<file path="config.mk">
export PLATFORM = sky130hd
export DESIGN_NAME = btn_conditioner
export DESIGN_NICKNAME = d
export VERILOG_FILES = /design/src/rtl/btn_conditioner.sv
export SDC_FILE = /design/constraint.sdc
export NUM_CORES = 1
export LEC_CHECK = 0
export CAP_MARGIN = 20
export CORE_MARGIN = 2
export CORE_UTILIZATION = 45
export CTS_BUF_LIST = sky130_fd_sc_hd__clkbuf_16
export CTS_CLUSTER_DIAMETER = 150
export CTS_CLUSTER_SIZE = 24
export DETAILED_ROUTE_END_ITERATION = 6
export PLACE_DENSITY = 0.59
export REMOVE_ABC_BUFFERS = 1
export SLEW_MARGIN = 5
export SYNTH_ARGS = -nofsm -noshare
export SYNTH_HDL_FRONTEND = slang
export SYNTH_SLANG_ARGS = --single-unit
</file>
<file path="constraint.sdc">
create_clock -name sys_clk -period 4.2 [get_ports sys_clk]
set_input_delay 0.84 -clock sys_clk [delete_from_list [all_inputs] [get_ports sys_clk]]
set_output_delay 0.84 -clock sys_clk [all_outputs]
set_load 0.05 [all_outputs]
</file>
<file path="src/rtl/btn_conditioner.sv">
// btn_conditioner: front-end conditioning for the clock's push buttons.
//   Each channel goes through a two-flop synchroniser and a debounce counter.
//   Each accepted edge of the debounced level gives one registered press or
//   release pulse.
//   Optional macro BTN_AUTO_REPEAT_EN: the channels selected in REPEAT_MASK
//   emit a repeat press pulse after REPEAT_DELAY held cycles, and then one
//   every REPEAT_PERIOD cycles until the debounced release.
// Ports:
//   sys_clk      system clock
//   rst          asynchronous, active-high reset
//   btn_raw      raw button levels, 1 = pressed (asynchronous)
//   btn_level    debounced level
//   btn_pulse    one-cycle press pulse (also repeat pulses when enabled)
//   btn_release  one-cycle release pulse
//   any_pulse    OR of btn_pulse, aligned with it

module btn_conditioner_ch #(
  parameter int DEBOUNCE_CYCLES = 500000,
  parameter int REPEAT_DELAY    = 50000000,
  parameter int REPEAT_PERIOD   = 20000000,
  parameter bit REPEAT_ON       = 1'b0
) (
  input  logic sys_clk,
  input  logic rst,
  input  logic raw,
  output logic level,
  output logic pulse,
  output logic rel,
  output logic pulse_next
);
  localparam int CW = $clog2(DEBOUNCE_CYCLES + 1);

  typedef enum logic {IDLE = 1'b0, HELD = 1'b1} state_t;

  state_t        state, state_nx;
  logic          sync1, sync2;
  logic [CW-1:0] cnt, cnt_nx;
  logic          rel_nx, mismatch, accept, press_accept, rpt_fire;

  always_ff @(posedge sys_clk or posedge rst) begin
    if (rst) begin
      sync1 <= 1'b0;
      sync2 <= 1'b0;
    end else begin
      sync1 <= raw;
      sync2 <= sync1;
    end
  end

  // The counter holds the number of consecutive edges on which the
  // synchronised input disagreed with the debounced level. It provides the
  // press-wait and release-wait sub-phases of IDLE and HELD.
  assign mismatch     = sync2 != (state == HELD);
  assign accept       = mismatch && (cnt == CW'(DEBOUNCE_CYCLES - 1));
  assign press_accept = accept && (state == IDLE);

`ifdef BTN_AUTO_REPEAT_EN
  if (REPEAT_ON) begin : g_rpt
    localparam int RMAX = (REPEAT_DELAY > REPEAT_PERIOD) ? REPEAT_DELAY : REPEAT_PERIOD;
    localparam int RW   = $clog2(RMAX + 1);
    logic [RW-1:0] rcnt, rcnt_inc, rtarget;
    logic          rphase;  // 0: waiting out the first delay, 1: periodic

    assign rcnt_inc = rcnt + 1'b1;
    assign rtarget  = rphase ? RW'(REPEAT_PERIOD) : RW'(REPEAT_DELAY);
    // A release accepted on the same edge wins; there is no repeat on the release edge.
    assign rpt_fire = (state == HELD) && !accept && (rcnt_inc == rtarget);

    always_ff @(posedge sys_clk or posedge rst) begin
      if (rst) begin
        rcnt   <= '0;
        rphase <= 1'b0;
      end else if (press_accept) begin
        rcnt   <= '0;
        rphase <= 1'b0;
      end else if (rpt_fire) begin
        rcnt   <= '0;
        rphase <= 1'b1;
      end else if (state == HELD) begin
        rcnt   <= rcnt_inc;
      end
    end
  end else begin : g_no_rpt
    assign rpt_fire = 1'b0;
  end
`else
  assign rpt_fire = 1'b0;
`endif

  always_comb begin
    state_nx   = state;
    cnt_nx     = mismatch ? cnt + 1'b1 : '0;
    pulse_next = 1'b0;
    rel_nx     = 1'b0;
    case (state)
      IDLE: if (accept) begin
        state_nx   = HELD;
        cnt_nx     = '0;
        pulse_next = 1'b1;
      end
      HELD: if (accept) begin
        state_nx = IDLE;
        cnt_nx   = '0;
        rel_nx   = 1'b1;
      end else begin
        pulse_next = rpt_fire;
      end
      default: state_nx = IDLE;
    endcase
  end

  always_ff @(posedge sys_clk or posedge rst) begin
    if (rst) begin
      state <= IDLE;
      cnt   <= '0;
      pulse <= 1'b0;
      rel   <= 1'b0;
    end else begin
      state <= state_nx;
      cnt   <= cnt_nx;
      pulse <= pulse_next;
      rel   <= rel_nx;
    end
  end

  assign level = (state == HELD);
endmodule

module btn_conditioner #(
  parameter int                  NUM_BTNS        = 4,
  parameter int                  DEBOUNCE_CYCLES = 500000,
  parameter int                  REPEAT_DELAY    = 50000000,
  parameter int                  REPEAT_PERIOD   = 20000000,
  parameter logic [NUM_BTNS-1:0] REPEAT_MASK     = 4'b0010
) (
  input  logic                sys_clk,
  input  logic                rst,
  input  logic [NUM_BTNS-1:0] btn_raw,
  output logic [NUM_BTNS-1:0] btn_level,
  output logic [NUM_BTNS-1:0] btn_pulse,
  output logic [NUM_BTNS-1:0] btn_release,
  output logic                any_pulse
);
  logic [NUM_BTNS-1:0] pulse_next;

  for (genvar i = 0; i < NUM_BTNS; i++) begin : g_ch
    btn_conditioner_ch #(
      .DEBOUNCE_CYCLES(DEBOUNCE_CYCLES),
      .REPEAT_DELAY   (REPEAT_DELAY),
      .REPEAT_PERIOD  (REPEAT_PERIOD),
      .REPEAT_ON      (REPEAT_MASK[i])
    ) u_ch (
      .sys_clk   (sys_clk),
      .rst       (rst),
      .raw       (btn_raw[i]),
      .level     (btn_level[i]),
      .pulse     (btn_pulse[i]),
      .rel       (btn_release[i]),
      .pulse_next(pulse_next[i])
    );
  end

  // Registered from the same next-state terms as btn_pulse, so it lines up with it.
  always_ff @(posedge sys_clk or posedge rst) begin
    if (rst) any_pulse <= 1'b0;
    else     any_pulse <= |pulse_next;
  end
endmodule

</file>
* After elaboration in Yosys (flattened, before gate mapping)
Index checks and enable logic that the tools add are counted.
W data, S select, Z words.
** Word-level totals
- Register bits after elaboration :: 97
- Bits of input ports :: 6
- Output and inout bits :: 13
- Logic and storage cells :: 74
** Operators by class
- Add/subtract/negate cells :: 4
- Equality and inequality tests :: 8
- Mux-type cells :: 28
- Bitwise logic cells :: 4
- Reductions and logical operators :: 5
** Operator list (number)
- $mux W19 :: 8
- $add A19 B1 Y19 const B :: 4
- $eq A19 B19 Y1 const B :: 4
- $pmux W1 S2 :: 8
- $mux W1 :: 12
- $logic_and A1 B1 Y1 :: 4
- $ne A1 B1 Y1 :: 4
- $not A1 Y1 :: 4
- $reduce_or A4 Y1 :: 1

* Depth between registers and ports, before layout
Gate-level depths: netlist of run 1.
- Depth in word-level cells :: 5
- Mapped depth :: 6
- Mapped depth without buffers :: 5

* Cells and area by module
From an unflattened synthesis of run 1, not the netlist that was laid out.
** Unflattened totals
- Cell total of the unflattened synthesis :: 455
- Area total of the unflattened synthesis :: 4710.8 sq um
** Modules (own cells, without submodules)
- btn_conditioner_ch :: instances 4, cells an instance 113, area each 1168.6 sq um, seq. area each 600.6 sq um
- btn_conditioner :: instances 1, cells an instance 3, area each 36.3 sq um, seq. area each 25.0 sq um

* Least setup slack after synthesis of run 1
Ideal clock, no wire load.
- Kind :: register to register
- Start :: register g_ch[3].u_ch.cnt[7]
- End :: register g_ch[3].u_ch.cnt[10]
- Library setup time :: 0.119 ns
- Arrival time :: 1.794 ns
- Data required time :: 4.081 ns
- Path slack :: 2.287 ns
- Cell stages (with the launch flop) :: 6
- Buffers on the path :: 1
- Period minus slack after synthesis :: 1.913 ns
- Cells stage by stage :: dfrtp_1 -> or4b_1 -> or4_4 -> o21bai_4 -> buf_6 -> nor2_1
** Between the ends
- Cells in the longest elaborated chain, start to end :: 3
- Elaborated cells on any way between the ends :: 5
- Those cells by class :: add/sub: 1; eq/ne: 1; mux: 2; reduce/logical: 1
** RTL lines
- start: declaration :: RTL line 37 : logic [CW-1:0] cnt, cnt_nx;
- start signal: assignment :: RTL line 120 : cnt <= cnt_nx;
- $add A19 B1 Y19 / $eq A19 B19 Y1 (equally long branches) :: RTL line 92, 54
- $mux W19 / $logic_and A1 B1 Y1 (equally long branches) :: RTL line 92, 54
- $mux W19 (*) :: RTL line 96, 101
- via g_ch[3].u_ch.cnt_nx[10] :: RTL line 37
The timed path passes the listed nets; every way through them passes the cells marked *.

==> results of run 1 <==
-- flip-flops by register name (all words and copies together), names as in the netlist, named ones only --
| name | cells |
|---|---|
| g_ch.u_ch.sync2 | 4 |
| any_pulse | 1 |
| g_ch.u_ch.sync1 | 4 |
| g_ch.u_ch.rel | 4 |
| g_ch.u_ch.pulse | 4 |
| g_ch.u_ch.cnt | 76 |
-- synth_stat cells, drive strengths merged --
cell,number,area [um^2]
buf,17,121
and3b,1,8.76
nor2b,1,6.26
clkdlybuf4s18,1,10.0
o21ai,7,38.8
clkbuf,3,13.8
a31o,1,8.76
nor2,81,304
mux2i,2,20.0
ha,4,50.1
nand3b,3,22.5
and3,9,56.3
xnor2,51,447
dfrtp,97,2430
inv,25,93.8
nor4bb,3,30.0
nor4b,5,43.8
a2111oi,1,8.76
a21oi,8,40.0
nand4,20,125
mux2,4,45.0
o221ai,1,8.76
or3,3,18.8
nand4bb,1,11.3
nand3,28,150
nor4,28,190
o21bai,1,18.8
nand4b,3,26.3
or4bb,1,11.3
xor2,11,96.3
nand2,16,60.1
or4,6,48.8
or4b,1,10.0
nor3,19,95.1
-- where the power goes --
group	switching, mW	internal, mW
clock	0.361	0.522
sequential	0.0123	0.947
combinational	0.0393	0.0181
total	0.413	1.49
-- final cells by class --
cell class / instances / area share, %
timing repair buffer: 22 / 4.02
tap: 136 / 3.26
multi-input combinational: 320 / 38.3
sequential: 97 / 46.5
inverter: 25 / 1.84
clock buffer: 9 / 4.31
clock inverter: 7 / 1.80
-- kinds of logic (layout without fill, tap and decap cells) --
family / after synthesis / count (layout) / synth area share (%)
xor gates and xnor gates: 62 / 62 / 11.6
AOI/OAI and AO/OA: 19 / 19 / 2.65
muxes: 6 / 6 / 1.39
and+or+nand+nor: 229 / 229 / 26.1
DFF: 97 / 97 / 52.0
adders and majority gates: 4 / 4 / 1.07
buffers and inverters: 46 / 63 / 5.12
-- how the worst min path moves through the flow --
stage,slack [ns],startpoint,endpoint,cells after the start
6_report,0.34,g_ch[2].u_ch.sync1,g_ch[2].u_ch.sync2,0
5_1_grt,0.37,g_ch[2].u_ch.sync1,g_ch[2].u_ch.sync2,0
4_1_cts,0.35,g_ch[1].u_ch.sync1,g_ch[1].u_ch.sync2,0
3_5_place_dp,0.33,g_ch[1].u_ch.sync1,g_ch[1].u_ch.sync2,0
3_3_place_gp,0.33,g_ch[2].u_ch.sync1,g_ch[2].u_ch.sync2,0
2_1_floorplan,0.33,g_ch[0].u_ch.sync1,g_ch[0].u_ch.sync2,0
-- per-layer routing --
metal	routed length, um	track usage, %
met5	0	0
met4	126	6.30
met3	267	3.40
met1	4160	23.5
met2	4070	27.2
-- through the flow --
| stage | worst slack (ns) | total power, mW | utilization, % | cell area, um^2 | cells |
|---|---|---|---|---|---|
| 2_1_floorplan | 0.826 | 1.01 | - | 4520 | 442 |
| 3_3_place_gp | 2.03 | 1.04 | 48.2 | 4900 | 600 |
| 3_5_place_dp | 2.02 | 1.04 | 48.2 | 4900 | 600 |
| 4_1_cts | 1.71 | 1.92 | 51.3 | 5220 | 616 |
| 5_1_grt | 1.64 | 1.98 | 51.3 | 5220 | 616 |
| 6_report | 1.72 | 1.90 | 51.3 | 5220 | 616 |
==> impl_metrics.csv, run 1 <==
group,metric,value,unit
routing,drt_iter0_markers,132,
yosys,ys_ff_latch,97,
yosys,synth_cell_types,42,
global_route,antenna_found_initial,0,
cts,post_cts_buffers,0,
flow_run,maxCapViolCount,0,
worst_setup_path,critPathBufInv,1,
sta,slew_viol_final,0,
place,portBuffers,18,
place,dp_hpwl,5820,um
cts,cts_resized,0,
worst_setup_path,worstPathRequired,3.36,ns
worst_setup_path,cp_slowest_cell,"clkdlybuf4s50_1",
hold_path,hold_class,"reg2reg",
worst_setup_path,crit_type,"reg2out",
power,p_per_area,364,nW/um^2
worst_setup_path,crit_end,"btn_level[3]",
cts,cts.sinks,97,
sta,setup_viol,0,
global_route,grt_max_degree,61,
worst_setup_path,end_kind,"output port",
sta,hold_ws,0.343,ns
sta,skew,0.0100,ns
die,fp.dieW,106,um
worst_setup_path,r2r-start,"g_ch[2].u_ch.cnt[11]",
worst_setup_path,start_kind,"flop",
die,start_util,45.8,%
worst_setup_path,rrSetupSlack,2.03,ns
cts,clk_pin_slew_worst_paths,0.07,ns
cts,cts_hold_buffers,0,
routing,drc,0,
worst_setup_path,critPathMaxStageDelay,0.84,ns
finish,n_antenna_cell,0,
finish,final_common_cell,"dfrtp_1",
cts,insertion_delay,0.35,ns
die,fp.dieH,106,um
sta,min_period_over_period,58.9,%
finish,final_cell_mix,"dfrtp_1, nor2_1, xnor2_1, nor4_1, nand3_1",
routing,drt_pass1_iterations,4,
finish,drive_above_1_share,6.25,%
sta,tightest_slew,0.772,ns
worst_setup_path,cp_max_fo,5,
sta,fmax,404,MHz
yosys,synth_seq_area_share,52.0,%
die,dieArea,11200,um^2
yosys,avgSynthCellArea,10.1,um^2
sta,slew-limit-headroom,48.6,%
die,row_count,37,
worst_setup_path,path_cells,"clkdlybuf4s50_1",
cts,cts_root_buf,"clkbuf_16",
sta,rsz0062_at_grt,"no",
worst_setup_path,cp_num_cells,1,
power,peakVddDrop,0.183,mV
global_route,grt_pass1_wl,15400,um
routing,drtAntennaViolNets,0,
power,leakage,2.02,nW
routing,drt-total-wl,8630,um
sta,setup_tns,0,ns
cts,tritoncts,"done",
yosys,netlist_instances,463,
cts,cts_made_buffers,9,
cts,clk_path_buf_depth,2,
yosys,synth_area,4670,um^2
status,status,"complete, no violations",
finish,area_delta_synth_final,11.9,%
die,core_area,10200,um^2
finish,fillers,928,
finish,final_nets,485,
die,io_pins,19,
yosys,synth_warnings,0,
worst_setup_path,cp_top_family,"buffers and inverters",
sta,hold_viol,0,
routing,via_count,3281,
finish,multiInputGateArea,2000,um^2
cts,htreeDepth,3,
worst_setup_path,worstPathArrival,1.64,ns
global_route,grt_overflow,0,
place,globalplace.congestion,0.811,
finish,seqCellArea,2430,um^2
global_route,grt.total_usage,17.2,%
sta,fin_crit,2.48,ns
worst_setup_path,reg2reg_depth,5,
routing,wl_per_cell,14.0,um
global_route,grt_pass1_vias,3247,
routing,viasPerCell,5.33,
worst_setup_path,r2r_end,"g_ch[2].u_ch.cnt[9]",
Power figures use the tool's default switching activity.
==> inputs of run 2 (changes only) <==
==> constraint.sdc (replaced) <==
create_clock -name sys_clk -period 2.3 [get_ports sys_clk]
set_input_delay 0.46 -clock sys_clk [delete_from_list [all_inputs] [get_ports sys_clk]]
set_output_delay 0.46 -clock sys_clk [all_outputs]
set_load 0.05 [all_outputs]
==> run 2 against run 1 <==
Clock skew decreased by 0.0024 ns. First-iteration DRC count is 16% higher. Clock-buffer cell count stayed put. Via count down 0.70%. Die area did not move. Critical path depth increased by 3. Sequential share of layout area decreased by 0.62 points. Global-route usage shrank 0.35 points. Clock power grew 68%. Critical path type is now reg2reg. Largest power group unchanged.
==> impl_metrics.csv, run 2 (same netlist as run 1, synthesis figures left out) <==
group,metric,value,unit
sta,slew_viol_final,0,
sta,fin_crit,2.10,ns
cts,clk_pin_slew_worst_paths,0.07,ns
worst_setup_path,start_kind,"flop",
place,placedInstanceArea,5000,um^2
routing,viasPerCell,5.21,
routing,drt_iter0_markers,153,
worst_setup_path,cp_slowest_cell,"or4b_1",
finish,top_register,"g_ch.u_ch.cnt",
sta,setup_viol,0,
cts,htreeDepth,3,
place,portBuffers,18,
routing,drt-total-wl,8420,um
finish,seqCellArea,2430,um^2
worst_setup_path,crit_type,"reg2reg",
routing,wl_per_cell,13.5,um
place,globalplace.congestion,0.807,
cts,clk_path_buf_depth,2,
worst_setup_path,worstPathRequired,2.51,ns
cts,post_cts_buffers,0,
die,start_util,45.8,%
power,sw_frac_of_total,21.8,%
hold_path,hold_class,"reg2reg",
hold_path,min_to,"g_ch[2].u_ch.sync2",
routing,via_count,3258,
sta,fmax,477,MHz
worst_setup_path,end_kind,"flop",
global_route,grt_max_degree,39,
finish,area_delta_synth_final,13.4,%
worst_setup_path,worstPathArrival,2.30,ns
global_route,grt.total_usage,16.8,%
power,leakage,2.05,nW
worst_setup_path,cp_top_family,"simple AND/OR/NAND/NOR gates",
worst_setup_path,cp_max_fo,16,
sta,rsz0062_at_grt,"no",
global_route,grt_pass1_vias,3181,
finish,fillers,907,
worst_setup_path,critPathMaxStageDelay,0.58,ns
die,row_count,37,
global_route,met3_usage,4.51,%
die,fp.dieH,106,um
finish,multiInputGateArea,2000,um^2
cts,cts_root_buf,"clkbuf_16",
power,p_per_area,631,nW/um^2
global_route,grt_overflow,0,
cts,insertion_delay,0.33,ns
worst_setup_path,critPathBufInv,0,
worst_setup_path,reg2reg_depth,4,
status,status,"complete, no violations",
hold_path,hold_depth,0,
power,p_int,2.61,mW
finish,final_cell_mix,"dfrtp_1, nor2_1, xnor2_1, nor4_1, nand3_1",
global_route,grt_pass1_wl,15200,um
cts,cts_resized,0,
worst_setup_path,r2r_end,"g_ch[3].u_ch.cnt[5]",
die,io_pins,19,
cts,cts.sinks,97,
finish,final_common_cell,"dfrtp_1",
place,placed_cells,609,
power,peakVddDrop,0.283,mV
routing,drc,0,
worst_setup_path,rrSetupSlack,0.20,ns
die,dieArea,11200,um^2
place,dp_hpwl,5940,um
global_route,grt.met1_usage,23.3,%
power,comb_power_share,3.4,%
finish,final_nets,494,
worst_setup_path,path_cells,"or4b_1 -> or4_4 -> o21bai_4 -> nor2_1",
routing,drt_pass1_iterations,4,
die,fp.dieW,106,um
power,p_switching,730,uW
finish,n_antenna_cell,0,
cts,tritoncts,"done",
sta,skew,0.00767,ns
sta,hold_viol,0,
finish,design_area,5290,um^2
routing,drtAntennaViolNets,0,
die,core_area,10200,um^2
global_route,antenna_found_initial,0,
sta,min_period_over_period,91.2,%
flow_run,maxCapViolCount,0,
global_route,met2_usage,25.9,%
global_route,grt-busiest-layer,"met2",
sta,slew-limit-headroom,58.8,%
cts,cts_hold_buffers,0,
finish,largest_register_ff_count,76,
sta,tightest_slew,0.612,ns
worst_setup_path,startpoint,"g_ch[3].u_ch.cnt[7]",
cts,cts_made_buffers,9,
worst_setup_path,r2r-start,"g_ch[3].u_ch.cnt[7]",
power,clkPwrFrac,44.2,%
finish,fin_cells,625,
finish,drive_above_1_share,8.18,%
hold_path,hold_path_startpoint,"g_ch[2].u_ch.sync1",
power,power_frac_seq,52.4,%
run 2: routing by layer:
| metal | vias to the layer above | wire, um | part of all wire (%) |
|---|---|---|---|
| met2 | 36 | 4060 | 48 |
| met5 | - | 0 | 0 |
| met1 | 1577 | 4110 | 49 |
| met4 | 0 | 70 | 0.83 |
| met3 | 6 | 183 | 2.2 |
| li1 | 1639 | - | - |
run 2: power groups by stage:
stage	registers, mW	clock network (mW)	logic, mW
after floorplan	1.78	0	0.0722
after global placement	1.78	0	0.116
after detailed placement	1.78	0	0.118
after CTS	1.75	1.52	0.118
after global routing	1.75	1.60	0.132
final	1.75	1.48	0.113
run 2: area by class of cell:
class / count / area share [%]
tap: 136 / 3.21
timing repair buffer: 31 / 5.72
multi-input combinational: 320 / 37.8
inverter: 25 / 1.82
sequential: 97 / 45.9
clock buffer: 9 / 4.25
clock inverter: 7 / 1.35
run 2: metrics by stage:
step / utilization (%) / hold slack [ns] / setup TNS (ns) / worst slack (ns) / total power [mW]
after floorplan: - / 0.331 / -67.29 / -0.694 / 1.85
after global placement: 49.1 / 0.332 / 0 / 0.184 / 1.90
after detailed placement: 49.1 / 0.336 / 0 / 0.191 / 1.90
after CTS: 52.0 / 0.353 / 0 / 0.170 / 3.39
after global routing: 52.0 / 0.362 / 0 / 0.00243 / 3.49
final: 52.0 / 0.344 / 0 / 0.202 / 3.34
run 2: how the worst max path moves through the flow:
| stage | to | slack, ns | cells after the start |
|---|---|---|---|
| after detailed placement | any_pulse | 0.19 | 5 |
| after floorplan | asynchronous set/reset pin | -0.69 | 1 |
| final | g_ch[3].u_ch.cnt[5] | 0.20 | 4 |
| after CTS | any_pulse | 0.17 | 5 |
| after global routing | any_pulse | 0.002 | 5 |
| after global placement | any_pulse | 0.18 | 5 |
